### src/rtl/lutnet_table_writer.sv
// lutnet_table_writer: runtime-programmable truth-table neuron.
// A serialized truth table arrives over a valid/ready config stream and is
// assembled in a shadow buffer. A complete, well-framed table is committed
// into the active table in a single cycle. Lookups are registered reads of
// the active table and run independently of configuration.
//
// Optional feature (macro LUT_READBACK_EN): adds a readback port pair
// rb_addr/rb_data that reads the active table with one cycle of latency.
//
// Ports:
//   clk, rst_n          clock, asynchronous active-low reset
//   cfg_valid/ready     config word handshake
//   cfg_data, cfg_last  config word (word k = flat bits [k*CFG_W +: CFG_W]), end-of-table marker
//   cfg_err             one-cycle pulse on a framing error
//   cfg_done            one-cycle pulse when a new table becomes active
//   in_valid, in_data   lookup request and address
//   out_valid, out_data lookup result (latency 1)
//   rb_addr, rb_data    readback address/data (LUT_READBACK_EN only)
module lutnet_table_writer #(
  parameter int unsigned IN_BITS    = 6,
  parameter int unsigned OUT_BITS   = 1,
  parameter int unsigned CFG_W      = 8,
  parameter int unsigned RESET_FILL = 0
) (
  input  logic                clk,
  input  logic                rst_n,
  input  logic                cfg_valid,
  output logic                cfg_ready,
  input  logic [CFG_W-1:0]    cfg_data,
  input  logic                cfg_last,
  output logic                cfg_err,
  output logic                cfg_done,
  input  logic                in_valid,
  input  logic [IN_BITS-1:0]  in_data,
  output logic                out_valid,
  output logic [OUT_BITS-1:0] out_data
`ifdef LUT_READBACK_EN
  ,
  input  logic [IN_BITS-1:0]  rb_addr,
  output logic [OUT_BITS-1:0] rb_data
`endif
);

  localparam int unsigned DEPTH  = 2**IN_BITS;
  localparam int unsigned TBL_W  = DEPTH * OUT_BITS;
  localparam int unsigned NWORDS = (TBL_W + CFG_W - 1) / CFG_W;
  localparam int unsigned SHD_W  = NWORDS * CFG_W;
  localparam int unsigned CNT_W  = (NWORDS > 1) ? $clog2(NWORDS) : 1;

  localparam logic [TBL_W-1:0] FILL = (RESET_FILL != 0) ? {TBL_W{1'b1}} : {TBL_W{1'b0}};

  typedef enum logic [1:0] {
    IDLE   = 2'd0,
    LOAD   = 2'd1,
    COMMIT = 2'd2
  } state_t;

  state_t             state_q, state_d;
  logic [CNT_W-1:0]   count_q, count_d;
  logic [SHD_W-1:0]   shadow_q;
  logic [TBL_W-1:0]   active_q;
  logic               ready_d, err_d, done_d;
  logic               wr_en_c;
  logic               accept_c;
  logic               is_final_c;

  assign accept_c   = cfg_valid && cfg_ready;
  assign is_final_c = (count_q == CNT_W'(NWORDS - 1));

  // State, counter and handshake/status registers
  always_ff @(posedge clk or negedge rst_n) begin
    if (!rst_n) begin
      state_q   <= IDLE;
      count_q   <= '0;
      cfg_ready <= 1'b0;
      cfg_err   <= 1'b0;
      cfg_done  <= 1'b0;
    end else begin
      state_q   <= state_d;
      count_q   <= count_d;
      cfg_ready <= ready_d;
      cfg_err   <= err_d;
      cfg_done  <= done_d;
    end
  end

  // Next-state: every accepted word is stored; the word position and
  // cfg_last together decide commit, continue, or framing error.
  always_comb begin
    state_d = state_q;
    count_d = count_q;
    err_d   = 1'b0;
    done_d  = 1'b0;
    wr_en_c = 1'b0;
    case (state_q)
      IDLE, LOAD: begin
        if (accept_c) begin
          wr_en_c = 1'b1;
          if (is_final_c && cfg_last) begin
            state_d = COMMIT;
            count_d = '0;
          end else if (is_final_c || cfg_last) begin
            err_d   = 1'b1;
            state_d = IDLE;
            count_d = '0;
          end else begin
            state_d = LOAD;
            count_d = count_q + CNT_W'(1);
          end
        end
      end
      COMMIT: begin
        state_d = IDLE;
        count_d = '0;
        done_d  = 1'b1;
      end
      default: begin
        state_d = IDLE;
        count_d = '0;
      end
    endcase
    ready_d = (state_d != COMMIT);
  end

  // Shadow buffer assembly
  always_ff @(posedge clk or negedge rst_n) begin
    if (!rst_n) begin
      shadow_q <= '0;
    end else if (wr_en_c) begin
      shadow_q[int'(count_q) * CFG_W +: CFG_W] <= cfg_data;
    end
  end

  // Atomic commit; unused high bits of the last word are dropped
  always_ff @(posedge clk or negedge rst_n) begin
    if (!rst_n) begin
      active_q <= FILL;
    end else if (state_q == COMMIT) begin
      active_q <= shadow_q[TBL_W-1:0];
    end
  end

  // Lookup pipeline: reads the pre-edge table, so a commit edge still serves old data
  always_ff @(posedge clk or negedge rst_n) begin
    if (!rst_n) begin
      out_valid <= 1'b0;
      out_data  <= '0;
    end else begin
      out_valid <= in_valid;
      if (in_valid) begin
        out_data <= active_q[int'(in_data) * OUT_BITS +: OUT_BITS];
      end
    end
  end

`ifdef LUT_READBACK_EN
  // Readback port, same timing as lookup
  always_ff @(posedge clk or negedge rst_n) begin
    if (!rst_n) begin
      rb_data <= '0;
    end else begin
      rb_data <= active_q[int'(rb_addr) * OUT_BITS +: OUT_BITS];
    end
  end
`endif

endmodule

### config.mk
export PLATFORM = sky130hd
export DESIGN_NAME = lutnet_table_writer
export DESIGN_NICKNAME = d
export VERILOG_FILES = /design/src/rtl/lutnet_table_writer.sv
export SDC_FILE = /design/constraint.sdc
export NUM_CORES = 1
export LEC_CHECK = 0
export ABC_CLOCK_PERIOD_IN_PS = 2500
export CAP_MARGIN = 5
export CORE_AREA = 3 3 92 159
export CTS_BUF_LIST = sky130_fd_sc_hd__clkbuf_4
export DETAILED_ROUTE_END_ITERATION = 8
export DIE_AREA = 0 0 95 162
export GPL_ROUTABILITY_DRIVEN = 0
export MAX_ROUTING_LAYER = met4
export PLACE_DENSITY = 0.67
export SYNTH_ARGS = -nofsm -noshare
export SYNTH_HDL_FRONTEND = slang
export SYNTH_SLANG_ARGS = --single-unit
### constraint.sdc
create_clock -name clk -period 2.5 [get_ports clk]
set_clock_uncertainty 0.2 [all_clocks]
set_input_delay 0.5 -clock clk [delete_from_list [all_inputs] [get_ports clk]]
set_output_delay 0.5 -clock clk [all_outputs]
set_load 0.01 [all_outputs]
# Word level (Yosys, flattened, before mapping)
# Index checks and enable logic that the tools add are counted.
dict set report op_classes {
  n_mux 16
  n_shift 3
  reduce_logical 5
  addsub 2
  eq_ne 5
}
# op count
set ops {}
lappend ops {{bitwise mux 64 bit} 1}
lappend ops {{variable shift 8 x 34 -> 64 bit, first input constant} 1}
lappend ops {{indexed part select 64 x 7 -> 1 bit} 1}
lappend ops {{indexed part select 8 x 34 -> 64 bit} 1}
lappend ops {{negator 6 -> 34 bit} 1}
lappend ops {{two-way mux 3 bit} 4}
lappend ops {{two-way mux 1 bit} 8}
lappend ops {{two-way mux 2 bit} 3}
lappend ops {{inequality test 2 bit, second input constant} 2}
lappend ops {{adder 3 x 1 -> 3 bit, second input constant} 1}
lappend ops {{== test 3 bit, second input constant} 1}
lappend ops {{== test 2 x 1 -> 1 bit, second input constant} 1}
lappend ops {{== test 2 bit, second input constant} 1}
lappend ops {{logical AND 1 bit} 2}
lappend ops {{zero test 2 bit} 1}
lappend ops {{OR reduction 2 bit} 1}
lappend ops {{logical OR 1 bit} 1}
dict set report totals {
  elab_cells 40
  output_inout_bits 5
  register_bits 138
  in_bits 19
}

# Longest topological paths before layout
dict set report depth {
  word_depth 7
  mapped_depth 9
  mapped_depth_nobuf 7
}

# Worst setup path after synthesis
# Ideal clock, no wire load.
dict set report synth_timing {
  path_type {register to register}
  from {reg count_q[0]}
  to {reg shadow_q[0]}
  path_buffers 2
  stages_incl_launch_ff 8
  t_arrival_ns 2.016
  setup_ns 0.125
  setup_slack_ns 0.159
  cell_sequence {dfrtp_1 buf_2 inv_1 ha_1 clkbuf_1 nor3_1 nand4b_1 mux2_2}
}
dict set report synth_between {
  elab_chain_len 3
  elab_cells_between_ends 4
}
# element line_no
set synth_lines {}
lappend synth_lines {{start, declared} 59} ;# logic [CNT_W-1:0] count_q, count_d;
lappend synth_lines {{start signal, assigned} 80} ;# count_q <= count_d;
lappend synth_lines {{negator 6 -> 34 bit (*)} 130} ;# shadow_q[int'(count_q) * CFG_W +: CFG_W] <= cfg_data;
lappend synth_lines {{indexed part select 8 x 34 -> 64 bit or variable shift 8 x 34 -> 64 bit (tied branches)} 130}
lappend synth_lines {{bitwise mux 64 bit (*)} 130}
lappend synth_lines {{end signal, assigned by index} 130}
lappend synth_lines {{end, declared} 60} ;# logic [SHD_W-1:0] shadow_q;
# Every way passes the cells marked *; elsewhere a longest branch is shown, timed or not.
# A chain may end at the register's enable or synchronous reset.

# Worst setup path after layout
dict set report layout_timing {
  from {reg count_q[0]}
  to {reg shadow_q[18]}
}
# Same word-level chain as after synthesis.

==> results.ini <==
[status]
status=finished clean

[yosys]
synth_compound_area_frac=0.0511
synth_area_leaders=dfrtp_1 58%, mux2_2 17%, nand2_1 3.5%
synth-edff-count=0
yosysMostFrequentCell=dfrtp_1
ys_types=33
postSynth.asyncResetShare=1.00
synthTopCellsByCount=138 x dfrtp_1, 93 x mux2_2, 56 x nand2_1
synthXorXnorAreaFrac=0
synth-seq-cells=138
synthAdderAreaFrac=0.0229
postSynthAreaPerCell_um2=13.1
synth_top_family_by_area=multiplexers
synth_top_cell_area_share=0.575
synthCells=458
synth_area_um2=6000
synth.area.mux_share=0.246
ys_seq_area_frac=0.575
syn_nets=488
ys_warn_count=0
yosysTopAreaCell=dfrtp_1
yosys.area_share.simple=0.0781
synth_ff_type=dfrtp_1

[placed_design]
io_buffer_count=23
place_hpwl_mm=9.66
dp_cells=656
placed_area_um2=6570

[detailed_routing]
drt-met1-wl_mm=4.85
dr.pass1.iters=5
avgRoutedWirePerCell_um=18.9
routed_wl_mm=13.0
drt_iter0_markers=240
dr_total_vias=3705
wl_met2_mm=7.30
routed_via_density=5.38
wl_met3_um=415
drc=0
ant_nets=0
top_layer=met4

[final_layout]
fillCellCount=1187
multi_input_area_um2=2400
final-seq-area_um2=3450
stdcell_area_um2=6900
nets=532
layout-drive-gt1-share=0.294
syn2layout_area_growth_pct=15.0
final_cells=689

[critical_path]
startpoint=count_q[0]
arrival_ns=2.58
rr_worst_depth=7
cp-end-kind=flip-flop
r2r_start=count_q[0]
cpPeakStageDelay_ns=0.45
worstSetupPathType=flip-flop to flip-flop
crit_fanout=14
r2r_end=shadow_q[18]
cp_top_family=adder cells
cp-endpoint=shadow_q[18]
required_ns=2.71
cp_common_cell=ha_1
cp_slowest_cell=dfrtp_1
r2r_slack_ns=0.14
crit_buf_inv=2
worst-path-stages=7
startpoint_type=flip-flop
path_cells=inv_1, ha_1, ha_1, nor2b_1, nand3_1, buf_4, mux2_2

[cts]
cts_buffers=17
clk_path_buf_depth=2
postCtsSetupBuffers=0
path_clk_slew_ns=0.12
tritoncts=built
numClockSinks=138
cts_resized=0
root_buffer=clkbuf_4
cts_max_level=4
clkLatencyLatePin_ns=0.53

[sta]
setup_tns_ns=0
rsz0062_at_grt=false
report.final.slew_viol_count=0
tightest_slew_ns=0.573
fin_crit_sh=0.946
setup_viol=0
relSlewSlack=0.613
final_hold_viol_count=0
fmax_ghz=0.423
period_minus_slack_ns=2.36

[global_route]
antenna_found_initial=1
overflow=0
grt_pass1_wl_mm=21.3
track_usage=0.194
grt_pass1_vias=3975
grt_max_degree=53

[die]
io_pins=24
rows=56
floorplan.initialDensity=0.444
die_h_um=162
core_area_um2=13500
die_w_um=95
die_area_um2=15400

[power]
p_leak_nw=3.32
ir_drop_uv=244
powerDensity_nw_per_um2=687

[worst_hold_path]
hold_path_class=input port to async pin

[job]
cap_violations=0

## power breakdown
group,switching (mW),internal (mW),total (mW)
Combinational,0.311,0.265,0.576
Sequential,0.118,2.46,2.58
Clock,0.787,0.807,1.59
Total,1.22,3.53,4.75
## per-stage QoR
stage	hold WS [ns]	util	worst slack (ns)	power, mW
after floorplan	0.00441	-	0.159	2.94
after global placement	0.256	0.486	-0.00522	3.16
after detailed placement	0.265	0.486	-0.0619	3.20
after CTS	0.250	0.510	0.127	4.80
after global routing	0.257	0.511	0.00447	4.99
final	0.257	0.511	0.136	4.75
## flip-flops by register name (all words and copies together), names as in the netlist
| name | cells |
|---|---|
| active_q | 64 |
| shadow_q | 64 |
| cfg_err | 1 |
| state_q | 2 |
| out_data | 1 |
| cfg_ready | 1 |
| out_valid | 1 |
| cfg_done | 1 |
| count_q | 3 |
## routing by layer
layer / track usage / vias to the layer above
met1: 0.208 / 1888
met2: 0.346 / 75
met5: - / -
met4: 0.0696 / 0
li1: - / 1716
met3: 0.0412 / 26
## area by class of cell
type	instances	share of cell area
diodes	1	0.000362
clock buffers	19	0.0207
clock inverters	12	0.0254
inverters	7	0.00381
multi-input cells	291	0.347
flip-flops and latches	138	0.500
well taps	174	0.0315
repair buffers	47	0.0709
## kinds of logic (layout without fill, tap and decap cells)
| logic type | after synthesis | in the layout |
|---|---|---|
| other | 0 | 1 |
| buffers and inverters | 29 | 85 |
| adder cells (fa/ha/maj) | 11 | 11 |
| AND/OR/NAND/NOR | 107 | 107 |
| multiplexers | 122 | 122 |
| AO/OA/AOI/OAI | 51 | 51 |
| flip-flops | 138 | 138 |
## cell usage in the layout, fill, tap and decap left out, types with 2 or more instances in the layout
cell / synthesis / layout
nor3_1: 2 / 2
ha_1: 11 / 11
clkdlybuf4s50_1: 0 / 22
o31ai_1: 5 / 5
buf_12: 1 / 6
and2_1: 2 / 2
nor2_1: 18 / 18
mux4_1: 7 / 7
clkbuf_4: 0 / 19
nand2_1: 56 / 56
clkinvlp_4: 0 / 3
clkinv_4: 0 / 2
bufinv_16: 0 / 4
nand2b_1: 8 / 8
clkinv_2: 0 / 3
a22oi_1: 4 / 4
a31oi_1: 2 / 2
a22o_1: 3 / 3
mux2_2: 93 / 93
buf_4: 2 / 17
mux2i_1: 20 / 20
a21oi_1: 2 / 2
mux4_2: 2 / 2
inv_1: 7 / 7
a311oi_1: 2 / 2
nor2b_1: 3 / 2
dfrtp_1: 138 / 138
nand3_1: 15 / 15
o21ai_0: 31 / 31
## timing repair
item,4_1_cts,5_1_grt
endpoints found under the setup margin,0,0
hold endpoints to repair,46,0
hold buffers,1,0
## worst min-delay path by stage
stage	end	slack, ns
after floorplan	active_q[0]	0.004
after CTS	cfg_ready	0.25
after detailed placement	shadow_q[23]	0.26
final	cfg_ready	0.26
after global routing	cfg_ready	0.26
after global placement	cfg_ready	0.26
Power figures use the tool's default switching activity.
